[src/rtl/key_event.sv]
// Key gesture decoder: turns a debounced key level into single-click,
// double-click and long-press event pulses, plus a "held" level while a
// long press continues and a wrapping count of every event emitted.
module key_event #(
    parameter int LONG_TICKS = 50000000,
    parameter int DBL_TICKS  = 30000000
) (
    input  logic       clk,
    input  logic       rst,
    input  logic       btn,
    output logic       single_p,
    output logic       double_p,
    output logic       long_p,
    output logic       held,
    output logic [7:0] evt_cnt
);

    // Terminal counts: the decision is taken while the tick counter holds
    // the last value of the window, so the state change lands exactly
    // TICKS clocks after entering the state.
    localparam logic [31:0] LONG_LAST = 32'(LONG_TICKS - 1);
    localparam logic [31:0] DBL_LAST  = 32'(DBL_TICKS - 1);

    typedef enum logic [2:0] {
        IDLE   = 3'd0,
        PRESS1 = 3'd1,
        WAIT2  = 3'd2,
        PRESS2 = 3'd3,
        LONG   = 3'd4
    } state_t;

    state_t      state_reg, state_next;
    logic [1:0]  sync_reg;          // [0] = s1, [1] = s2
    logic        s2;
    logic [31:0] cnt_reg, cnt_next;
    logic        single_reg, single_next;
    logic        double_reg, double_next;
    logic        long_reg, long_next;
    logic        held_reg, held_next;
    logic [7:0]  evt_cnt_reg, evt_cnt_next;
    logic        any_evt_next;

    // btn has arbitrary phase, so it goes through a two-stage synchronizer
    // and only the second stage is ever looked at.
    always_ff @(posedge clk) begin
        if (rst) begin
            sync_reg <= 2'b00;
        end else begin
            sync_reg <= {sync_reg[0], btn};
        end
    end

    assign s2 = sync_reg[1];

    // Gesture state machine: next state and the event pulses it produces.
    // Release beats the long threshold in PRESS1; a new press beats the
    // double-click timeout in WAIT2.
    always_comb begin
        state_next  = state_reg;
        single_next = 1'b0;
        double_next = 1'b0;
        long_next   = 1'b0;
        unique case (state_reg)
            IDLE: begin
                if (s2) begin
                    state_next = PRESS1;
                end
            end
            PRESS1: begin
                if (!s2) begin
                    state_next = WAIT2;
                end else if (cnt_reg == LONG_LAST) begin
                    state_next = LONG;
                    long_next  = 1'b1;
                end
            end
            WAIT2: begin
                if (s2) begin
                    state_next = PRESS2;
                end else if (cnt_reg == DBL_LAST) begin
                    state_next  = IDLE;
                    single_next = 1'b1;
                end
            end
            PRESS2: begin
                // The second press never turns into a long press.
                if (!s2) begin
                    state_next  = IDLE;
                    double_next = 1'b1;
                end
            end
            LONG: begin
                if (!s2) begin
                    state_next = IDLE;
                end
            end
            default: begin
                state_next = IDLE;
            end
        endcase
    end

    // Tick counter restarts on every state change so each state measures
    // its own dwell time.
    always_comb begin
        cnt_next = cnt_reg + 32'd1;
        if (state_next != state_reg) begin
            cnt_next = 32'd0;
        end
    end

    // Derived outputs: held follows the LONG state, and the event counter
    // advances together with whichever pulse is being registered.
    always_comb begin
        held_next    = (state_next == LONG);
        any_evt_next = single_next | double_next | long_next;
        evt_cnt_next = evt_cnt_reg + {7'd0, any_evt_next};
    end

    // State, counter and registered outputs.
    always_ff @(posedge clk) begin
        if (rst) begin
            state_reg   <= IDLE;
            cnt_reg     <= 32'd0;
            single_reg  <= 1'b0;
            double_reg  <= 1'b0;
            long_reg    <= 1'b0;
            held_reg    <= 1'b0;
            evt_cnt_reg <= 8'd0;
        end else begin
            state_reg   <= state_next;
            cnt_reg     <= cnt_next;
            single_reg  <= single_next;
            double_reg  <= double_next;
            long_reg    <= long_next;
            held_reg    <= held_next;
            evt_cnt_reg <= evt_cnt_next;
        end
    end

    assign single_p = single_reg;
    assign double_p = double_reg;
    assign long_p   = long_reg;
    assign held     = held_reg;
    assign evt_cnt  = evt_cnt_reg;

endmodule

[config.mk]
export PLATFORM = sky130hd
export DESIGN_NAME = key_event
export DESIGN_NICKNAME = d
export VERILOG_FILES = /design/src/rtl/key_event.sv
export SDC_FILE = /design/constraint.sdc
export NUM_CORES = 1
export LEC_CHECK = 0
export ABC_AREA = 0
export BUFFER_PORTS_ARGS = -buffer_cell sky130_fd_sc_hd__buf_2
export CAP_MARGIN = 20
export CORE_MARGIN = 5
export CORE_UTILIZATION = 64
export CTS_CLUSTER_DIAMETER = 150
export DETAILED_ROUTE_END_ITERATION = 10
export HOLD_SLACK_MARGIN = 0.05
export MAX_ROUTING_LAYER = met4
export PLACE_DENSITY = 0.87
export REMOVE_ABC_BUFFERS = 1
export SYNTH_ARGS = -nofsm -noshare
export SYNTH_HDL_FRONTEND = slang
export SYNTH_SLANG_ARGS = --single-unit
[constraint.sdc]
create_clock -name clk -period 8.21 [get_ports clk]
set_clock_uncertainty 0.1 [all_clocks]
set_input_delay 0.821 -clock clk [delete_from_list [all_inputs] [get_ports clk]]
set_output_delay 0.821 -clock clk [all_outputs]
set_load 0.01 [all_outputs]
==> results.toml, run 1 <==
[outcome]
status = "completed"

[worst_setup_path]
crit_chain = "or4b_1, or4_4, nor3_2, nand2_1, a21oi_1, ha_1, and3_1, nand3_1, xor2_1, nor2_1"
crit_family = "simple AND/OR/NAND/NOR gates"
slowest_delay_ps = 550
slowest_stage = "or4_4"
path_class = "flip-flop to flip-flop"
end_kind = "flip-flop"
crit_path_end = "evt_cnt[7]$_SDFF_PP0_"
cp-startpoint = "cnt_reg[9]$_SDFF_PP0_"
r2r_end = "evt_cnt[7]$_SDFF_PP0_"
reg2reg_depth = 10
worstPathArrival_ps = 2980
r2r-start = "cnt_reg[9]$_SDFF_PP0_"
cp-start-kind = "flip-flop"
crit_buf_inv = 0
crit_cells = 10
crit_path_max_fanout = 5
cp.required_ps = 8390
regToRegSetupSlack_ps = 5400

[placement]
gp_congestion = 0.859
dp.final_hpwl_mm = 3.10
place_area_mm2 = 0.00233
port_buffers = 14

[yosys]
ys_ff_latch = 49
post_synth_and_or_nand_nor_area_fraction_pct = 33.6
yosys.cell_count.top_type = "dfxtp_1"
synth_compound_area_share_pct = 5.98
synth_edf_count = 0
synth_adder_area_share_pct = 1.68
yosys-top-cells-count = "dfxtp_1, nor2_1, xor2_1"
synth_xor_area_share_pct = 12.1
synth_top_family_by_area = "simple AND/OR/NAND/NOR gates"
async_flop_share_pct = 0
netlist_area_mm2 = 0.00224
yosysTopAreaCell = "dfxtp_1"
synthCells = 248
yosysSeqAreaShare_pct = 43.8
synth.area.mux_share_pct = 0.447
postSynthAreaPerCell_um2 = 9.03
yosys_warnings = 0
synth_cell_type_count = 44
synth_top_area_share_pct = 43.8
synth-main-ff-cell = "dfxtp_1"
yosys-top-cells-area = "dfxtp_1, xor2_1, nor2_1"

[final_layout]
drive_gt1_share_pct = 11.7
finalNetCount = 269
syn2layout_area_growth_pct = 7.82
num_antenna_cells = 0
fillCellCount = 275
largest_register_ffs = 32
fin_area_mm2 = 0.00241
final_util_pct = 71.8

[grt]
use_met2_pct = 30.2
grt-busiest-layer = "met2"
gr-usage-all-layers_pct = 20.1
grt_max_degree = 26
grt_pass1_vias = 1695
gr-total-overflow = 0
grt_pass1_wl_mm = 7.71
use_met3_pct = 4.51
use_met1_pct = 25.9
antenna_found_initial = 0

[routing]
first_iter_violations = 85
finalWirelength_mm = 4.35
avgViaCountPerCell = 5.73
dr_total_vias = 1775
ant_nets = 0
avgRoutedWirePerCell_um = 14.0
drcViolationCount = 0
first_pass_iters = 4

[cts]
cts_inserted_buffers = 5
cts.repair.resized = 0
cts-root-buf = "clkbuf_4"
cts_htree_levels = 2
cts_sinks = 49
clock_latency_ps = 370
cts_post_setup_buffers_inserted = 0
cts_buffer_depth = 2
hold_buffers = 0
path_clk_slew_ps = 130
cts_tree = "built"

[power_and_ir_drop]
total_power_mw = 0.400
power_density_mw_per_mm2 = 166
p_leak_nw = 0.880
ir_drop_uv = 144

[timing]
finalHoldViolations = 0
relSlewSlack_pct = 56.5
tightest_slew_ps = 646
setup_viol = 0
fmax_ghz = 0.356
report.final.slew_viol_count = 0
period_share_pct = 34.2
tns_ps = 0
rsz0062_at_grt = "no"
period_minus_slack_ps = 2810

[job]
maxCapViolCount = 0

[die]
core_area_mm2 = 0.00336
die_area_mm2 = 0.00478
initial_core_util_pct = 66.6
dieHeight_um = 69.2
rows = 21
die_x_um = 69.2
pin_count = 15

[min_path]
hp-class = "flip-flop to flip-flop"
[worst register-to-register path, delay by kind of cell, from the launching register on]
kind | cells | cell delay [ps]
AOI/OAI and AO/OA | 1 | 170
xor gates and xnor gates | 1 | 160
and+or+nand+nor | 7 | 1740
DFF | 1 | 370
adders and majority gates | 1 | 180
[power by group]
part | total, mW | internal [mW] | switching [mW] | leakage, nW
registers | 0.242 | 0.240 | 0.00236 | 0.396
logic | 0.0106 | 0.00342 | 0.00722 | 0.439
clock network | 0.147 | 0.0728 | 0.0747 | 0.0455
[cell type report]
type	instances	area, um2	area share (%)
clock buffers	7	55.1	2.28
clock inverters	1	30.0	1.24
inverters	4	15.0	0.622
multi-input cells	189	1210	49.9
flip-flops and latches	49	981	40.6
well taps	46	57.6	2.38
repair buffers	14	70.1	2.90
[how the worst min path moves through the flow]
stage | to | depth (start not counted) | slack (ps) | from
5_1_grt | sync_reg[1]$_SDFF_PP0_ | 1 | 380 | sync_reg[0]$_SDFF_PP0_
4_1_cts | sync_reg[1]$_SDFF_PP0_ | 1 | 370 | sync_reg[0]$_SDFF_PP0_
2_1_floorplan | sync_reg[1]$_SDFF_PP0_ | 1 | 310 | sync_reg[0]$_SDFF_PP0_
3_3_place_gp | sync_reg[1]$_SDFF_PP0_ | 1 | 330 | sync_reg[0]$_SDFF_PP0_
3_5_place_dp | sync_reg[1]$_SDFF_PP0_ | 1 | 350 | sync_reg[0]$_SDFF_PP0_
6_report | sync_reg[1]$_SDFF_PP0_ | 1 | 360 | sync_reg[0]$_SDFF_PP0_
[layout by cell type (no fill, tap or decap), types with 2 or more instances in the layout]
| cell type | n |
|---|---|
| xnor2_1 | 11 |
| nor2_1 | 41 |
| buf_2 | 14 |
| inv_1 | 4 |
| and2_1 | 3 |
| o21ai_0 | 5 |
| dfxtp_1 | 49 |
| and4_1 | 3 |
| nor4_1 | 7 |
| clkbuf_4 | 5 |
| a21oi_1 | 7 |
| nor4b_1 | 3 |
| ha_1 | 3 |
| nor3_1 | 4 |
| nand3_1 | 16 |
| nor2b_1 | 4 |
| or3_1 | 5 |
| and3_1 | 7 |
| nor3b_1 | 2 |
| o31ai_1 | 2 |
| xor2_1 | 20 |
| nand4_1 | 11 |
| nand2_1 | 13 |
| or2_2 | 2 |
[cell families after synthesis]
kind of cell / count (synthesis)
AND/OR/NAND/NOR: 134
flip-flops: 49
XOR/XNOR: 31
AO/OA/AOI/OAI: 20
buffers and inverters: 10
adder cells (fa/ha/maj): 3
multiplexers: 1
[per-stage QoR]
stage	hold slack (ps)	std cells	worst slack, ps
final	362	310	5400
after global routing	380	310	5200
after CTS	365	310	5400
after detailed placement	350	302	5410
after global placement	328	302	5530
after floorplan	314	242	5620
[per-layer routing]
metal | vias to the layer above | wire length [um]
li1 | 901 | -
met1 | 840 | 2070
met2 | 25 | 2030
met3 | 9 | 158
met4 | 0 | 87
met5 | - | 0
Note: power is estimated with default switching activity, not from simulation.
==> run 2, diff against run 1 <==
--- a/config.mk
+++ b/config.mk
@@ -5,16 +5,16 @@
 export SDC_FILE = /design/constraint.sdc
 export NUM_CORES = 1
 export LEC_CHECK = 0
-export ABC_AREA = 0
+export ABC_AREA = 1
 export BUFFER_PORTS_ARGS = -buffer_cell sky130_fd_sc_hd__buf_2
 export CAP_MARGIN = 20
 export CORE_MARGIN = 5
-export CORE_UTILIZATION = 64
+export CORE_UTILIZATION = 61
 export CTS_CLUSTER_DIAMETER = 150
 export DETAILED_ROUTE_END_ITERATION = 10
 export HOLD_SLACK_MARGIN = 0.05
 export MAX_ROUTING_LAYER = met4
-export PLACE_DENSITY = 0.87
+export PLACE_DENSITY = 0.82
 export REMOVE_ABC_BUFFERS = 1
 export SYNTH_ARGS = -nofsm -noshare
 export SYNTH_HDL_FRONTEND = slang
==> constraint.sdc (replaced) <==
create_clock -name clk -period 2.9 [get_ports clk]
set_clock_uncertainty 0.1 [all_clocks]
set_input_delay 0.29 -clock clk [delete_from_list [all_inputs] [get_ports clk]]
set_output_delay 0.29 -clock clk [all_outputs]
set_load 0.01 [all_outputs]
==> results.toml, run 2 <==
[final_layout]
layout_commonest_cell = "nand2_1"
seq_area_um2 = 981
layout_common_cells = "nand2_1, inv_1, nor2_1"
largest_register_ffs = 32
multiInputGateArea_mm2 = 0.00163
fin_area_mm2 = 0.00311
drive_gt1_share_pct = 22.6
num_antenna_cells = 0
syn2layout_area_growth_pct = 5.08
fillCellCount = 451
finalNetCount = 426

[outcome]
status = "completed"

[yosys]
yosys-top-cells-area = "dfxtp_1, nand2_1, nor3_2"
synth_cell_type_count = 33
synthCells = 405
yosys_warnings = 0
synth_top_area_share_pct = 33.2
yosysSeqAreaShare_pct = 33.2
synth-main-ff-cell = "dfxtp_1"
synth_edf_count = 0
postSynthAreaPerCell_um2 = 7.30
ys_ff_latch = 49
yosys.cell_count.top_type = "nand2_1"
yosys-top-cells-count = "nand2_1, inv_1, nor2_1"
async_flop_share_pct = 0
netlist_area_mm2 = 0.00296
yosysTopAreaCell = "dfxtp_1"

[routing]
first_pass_iters = 4
first_iter_violations = 130
ant_nets = 0
drcViolationCount = 0
avgViaCountPerCell = 5.11
finalWirelength_mm = 6.30
avgRoutedWirePerCell_um = 12.9
dr_total_vias = 2494

[timing]
finalHoldViolations = 0
period_minus_slack_ps = 2390
tns_ps = 0
setup_slack_ps = 511
tightest_slew_ps = 599
setup_viol = 0
rsz0062_at_grt = "no"
report.final.slew_viol_count = 0
relSlewSlack_pct = 60.1
fmax_ghz = 0.419
period_share_pct = 82.4
whs_ps = 86.0

[grt]
gr-usage-all-layers_pct = 22.9
antenna_found_initial = 0
gr-total-overflow = 0
grt_pass1_wl_mm = 11.1
grt_max_degree = 33
grt_pass1_vias = 2468

[placement]
gp_congestion = 0.941
place_area_mm2 = 0.00302
port_buffers = 14
dp.final_hpwl_mm = 4.90
pre_cts_ws_ps = 538

[cts]
cts.repair.resized = 0
clock_latency_ps = 310
cts_buffer_depth = 2
cts_htree_levels = 2
path_clk_slew_ps = 90
cts_inserted_buffers = 5
cts_tree = "built"
hold_buffers = 0
cts-root-buf = "clkbuf_8"
cts_sinks = 49
cts_post_setup_buffers_inserted = 0

[die]
die_x_um = 79.6
dieHeight_um = 79.6
pin_count = 15
initial_core_util_pct = 62.6
rows = 25
core_area_mm2 = 0.00472
die_area_mm2 = 0.00634

[power_and_ir_drop]
p_leak_nw = 1.11
power_density_mw_per_mm2 = 374
ir_drop_uv = 254
total_power_mw = 1.16

[worst_setup_path]
path_class = "flip-flop to flip-flop"
cp.required_ps = 3030
end_kind = "flip-flop"
crit_path_max_fanout = 5
cp-start-kind = "flip-flop"
worstPathArrival_ps = 2520

[job]
maxCapViolCount = 0

[min_path]
hp-class = "input pin to flip-flop"
==> run 2: where the power goes <==
group          leakage [nW]  switching, mW  internal, mW  total [mW]
combinational         0.668         0.0484        0.0144      0.0628
sequential            0.396        0.00685         0.679       0.686
clock                0.0456          0.239         0.172       0.412
total                  1.11          0.295         0.866        1.16
==> run 2: final timing paths <==
| kind | from | endpoint | slack (ps) | cells after the start |
|---|---|---|---|---|
| setup / recovery | cnt_reg[0]$_SDFF_PP0_ | evt_cnt[6]$_SDFF_PP0_ | 510 | 13 |
| hold / removal | btn | sync_reg[0]$_SDFF_PP0_ | 90 | 3 |
| setup reg to reg | cnt_reg[0]$_SDFF_PP0_ | evt_cnt[6]$_SDFF_PP0_ | 510 | 13 |
| hold reg to reg | sync_reg[0]$_SDFF_PP0_ | sync_reg[1]$_SDFF_PP0_ | 320 | 2 |
==> run 2: cell type report <==
type	count	area share, %
clock inverter	2	0.443
sequential	49	31.6
clock buffer	6	2.34
timing repair buffer	15	2.50
tap	67	2.70
inverter	67	8.10
multi-input combinational	282	52.3
==> run 2: stage by stage <==
stage	utilization [%]	instances
after floorplan	-	398
after global placement	63.9	480
after global routing	65.7	488
final	65.7	488
after CTS	65.7	488
after detailed placement	63.9	480
==> run 2: worst max-delay path, stage by stage (launching register included) <==
cell and delay (ps):
dfxtp_1 400, ha_1 230, nand2_2 100, nor2_4 130, nand2_2 80, nor2_4 140
nand3_4 110, nand3_1 100, ha_1 170, ha_1 170, nand2_1 80, nor2_1 200
a31oi_1 120, nor3b_1 190
==> run 2: cell families after synthesis <==
group,Yosys count,share of synthesized area (%)
flops,49,33.2
simple gates,248,45.4
xor+xnor,21,6.22
buf+inv,74,11.8
fa+ha+maj,3,1.27
compound gates,10,2.12
==> run 2: metal layers <==
metal	GRT usage (%)	wire length, um	part of all wire [%]	vias up
met5	-	0	0	-
met4	7.90	113	1.8	0
met3	3.95	226	3.6	14
met2	37.8	3030	48	38
met1	28.2	2930	46	1166
li1	-	-	-	1276
==> run 3, diff against run 2 <==
--- a/config.mk
+++ b/config.mk
@@ -9,12 +9,12 @@
 export BUFFER_PORTS_ARGS = -buffer_cell sky130_fd_sc_hd__buf_2
 export CAP_MARGIN = 20
 export CORE_MARGIN = 5
-export CORE_UTILIZATION = 61
+export CORE_UTILIZATION = 55
 export CTS_CLUSTER_DIAMETER = 150
 export DETAILED_ROUTE_END_ITERATION = 10
 export HOLD_SLACK_MARGIN = 0.05
 export MAX_ROUTING_LAYER = met4
-export PLACE_DENSITY = 0.82
+export PLACE_DENSITY = 0.79
 export REMOVE_ABC_BUFFERS = 1
 export SYNTH_ARGS = -nofsm -noshare
 export SYNTH_HDL_FRONTEND = slang
==> constraint.sdc (replaced) <==
create_clock -name clk -period 2 [get_ports clk]
set_clock_uncertainty 0.1 [all_clocks]
set_input_delay 0.2 -clock clk [delete_from_list [all_inputs] [get_ports clk]]
set_output_delay 0.2 -clock clk [all_outputs]
set_load 0.01 [all_outputs]
==> results.toml, run 3 (same netlist as run 2, synthesis figures left out) <==
[outcome]
status = "completed"

[worst_setup_path]
cp.required_ps = 2110
path_class = "flip-flop to flip-flop"
crit_path_max_fanout = 3
reg2reg_depth = 12
r2r-start = "cnt_reg[23]$_SDFF_PP0_"
regToRegSetupSlack_ps = 10
crit_buf_inv = 2
crit_chain = "nand2_1, inv_2, nand3b_4, nor2_4, nand4_1, nand3_2, ha_4, nand3_2, nor3_2, buf_4, nand4_1, and3_1"
worstPathArrival_ps = 2100
end_kind = "flip-flop"
slowest_stage = "dfxtp_1"
slowest_delay_ps = 340
crit_family = "simple AND/OR/NAND/NOR gates"
r2r_end = "evt_cnt[7]$_SDFF_PP0_"
cp-start-kind = "flip-flop"

[routing]
avgViaCountPerCell = 5.01
ant_nets = 0
dr_total_vias = 2723
avgRoutedWirePerCell_um = 13.3
finalWirelength_mm = 7.21
drcViolationCount = 0
first_pass_iters = 5
first_iter_violations = 159

[min_path]
min_from = "rst"
holdPathEnd = "evt_cnt[1]$_SDFF_PP0_"
hp-class = "input pin to flip-flop"
holdPathStages = 2

[grt]
grt_pass1_wl_mm = 12.3
gr-usage-all-layers_pct = 21.9
antenna_found_initial = 0
gr-total-overflow = 0
grt_max_degree = 33
grt_pass1_vias = 2783

[timing]
fmax_ghz = 0.503
setup_viol = 0
period_minus_slack_ps = 1990
finalHoldViolations = 0
tns_ps = 0
rsz0062_at_grt = "yes"
report.final.slew_viol_count = 0
relSlewSlack_pct = 72.7
period_share_pct = 99.4
tightest_slew_ps = 405

[power_and_ir_drop]
p_leak_nw = 1.43
swShare_pct = 25.9
power_density_mw_per_mm2 = 469
clockPowerShare_pct = 34.9
power.internal_mw = 1.28
total_power_mw = 1.73
seq_power_share_pct = 57.5
power_frac_comb_pct = 7.5
p_switching_mw = 0.447
ir_drop_uv = 456

[final_layout]
finalNetCount = 479
largest_register_ffs = 32
drive_gt1_share_pct = 38.4
num_antenna_cells = 0
syn2layout_area_growth_pct = 24.8
layout_common_cells = "nand2_1, inv_1, buf_4"
layout_commonest_cell = "nand2_1"
final_util_pct = 71.3

[die]
core_area_mm2 = 0.00517
die_x_um = 83.3
dieHeight_um = 83.3
die_area_mm2 = 0.00694
initial_core_util_pct = 57.1
rows = 26
pin_count = 15

[cts]
cts-root-buf = "clkbuf_8"
cts_inserted_buffers = 5
cts_tree = "built"
cts_htree_levels = 2
cts_buffer_depth = 2
path_clk_slew_ps = 100
cts_sinks = 49
clock_latency_ps = 310

[job]
maxCapViolCount = 0

[placement]
gp_congestion = 0.910
port_buffers = 14
dp.final_hpwl_mm = 5.13
## run 3: cell type report
class	instances	area, um2
clock buffers	5	68.8
repair buffers	68	515
multi-input cells	282	1750
well taps	70	87.6
flip-flops and latches	49	991
inverters	67	256
fillers	401	1490
clock inverters	3	22.5
## run 3: timing repair
action | in CTS | in global routing
endpoints found under the hold margin | 1 | 0
buffers inserted | 10 | 0
setup endpoints to repair | 4 | 7
hold buffers | 1 | 0
resized for setup | 21 | 23
pin swaps | 10 | 13
## run 3: worst max path at each step
stage,start,endpoint,slack (ps),cells past startpoint
floorplan,cnt_reg[0]$_SDFF_PP0_,evt_cnt[7]$_SDFF_PP0_,-190,12
global placement,cnt_reg[0]$_SDFF_PP0_,evt_cnt[6]$_SDFF_PP0_,-110,13
detailed placement,cnt_reg[0]$_SDFF_PP0_,evt_cnt[6]$_SDFF_PP0_,-190,13
CTS,cnt_reg[1]$_SDFF_PP0_,evt_cnt[7]$_SDFF_PP0_,-20,13
global route,cnt_reg[27]$_SDFF_PP0_,evt_cnt[6]$_SDFF_PP0_,-140,13
finish,cnt_reg[23]$_SDFF_PP0_,evt_cnt[7]$_SDFF_PP0_,10,12
## run 3: per-stage QoR
| stage | hold slack [ps] | setup WS [ps] | instance area (um2) | std cells |
|---|---|---|---|---|
| floorplan | 169 | -190 | 2860 | 398 |
| global placement | 300 | -106 | 3380 | 525 |
| detailed placement | 304 | -193 | 3380 | 525 |
| CTS | 138 | -16.6 | 3630 | 544 |
| global route | 143 | -144 | 3690 | 544 |
| finish | 134 | 11.2 | 3690 | 544 |
## run 3: layer usage
metal | vias up | part of all wire [%] | global-route usage [%]
met5 | - | 0 | -
met4 | 0 | 2.1 | 5.79
met3 | 19 | 4.6 | 3.17
met2 | 62 | 51 | 39.9
met1 | 1259 | 42 | 25.0
li1 | 1383 | - | -
## run 3: power groups by stage
| stage | combinational [mW] | sequential (mW) | clock [mW] |
|---|---|---|---|
| final | 0.130 | 0.995 | 0.604 |
| after global routing | 0.142 | 0.996 | 0.658 |
| after CTS | 0.128 | 0.994 | 0.617 |
| after detailed placement | 0.122 | 1.01 | 0 |
| after global placement | 0.119 | 1.01 | 0 |
| after floorplan | 0.0664 | 1.01 | 0 |
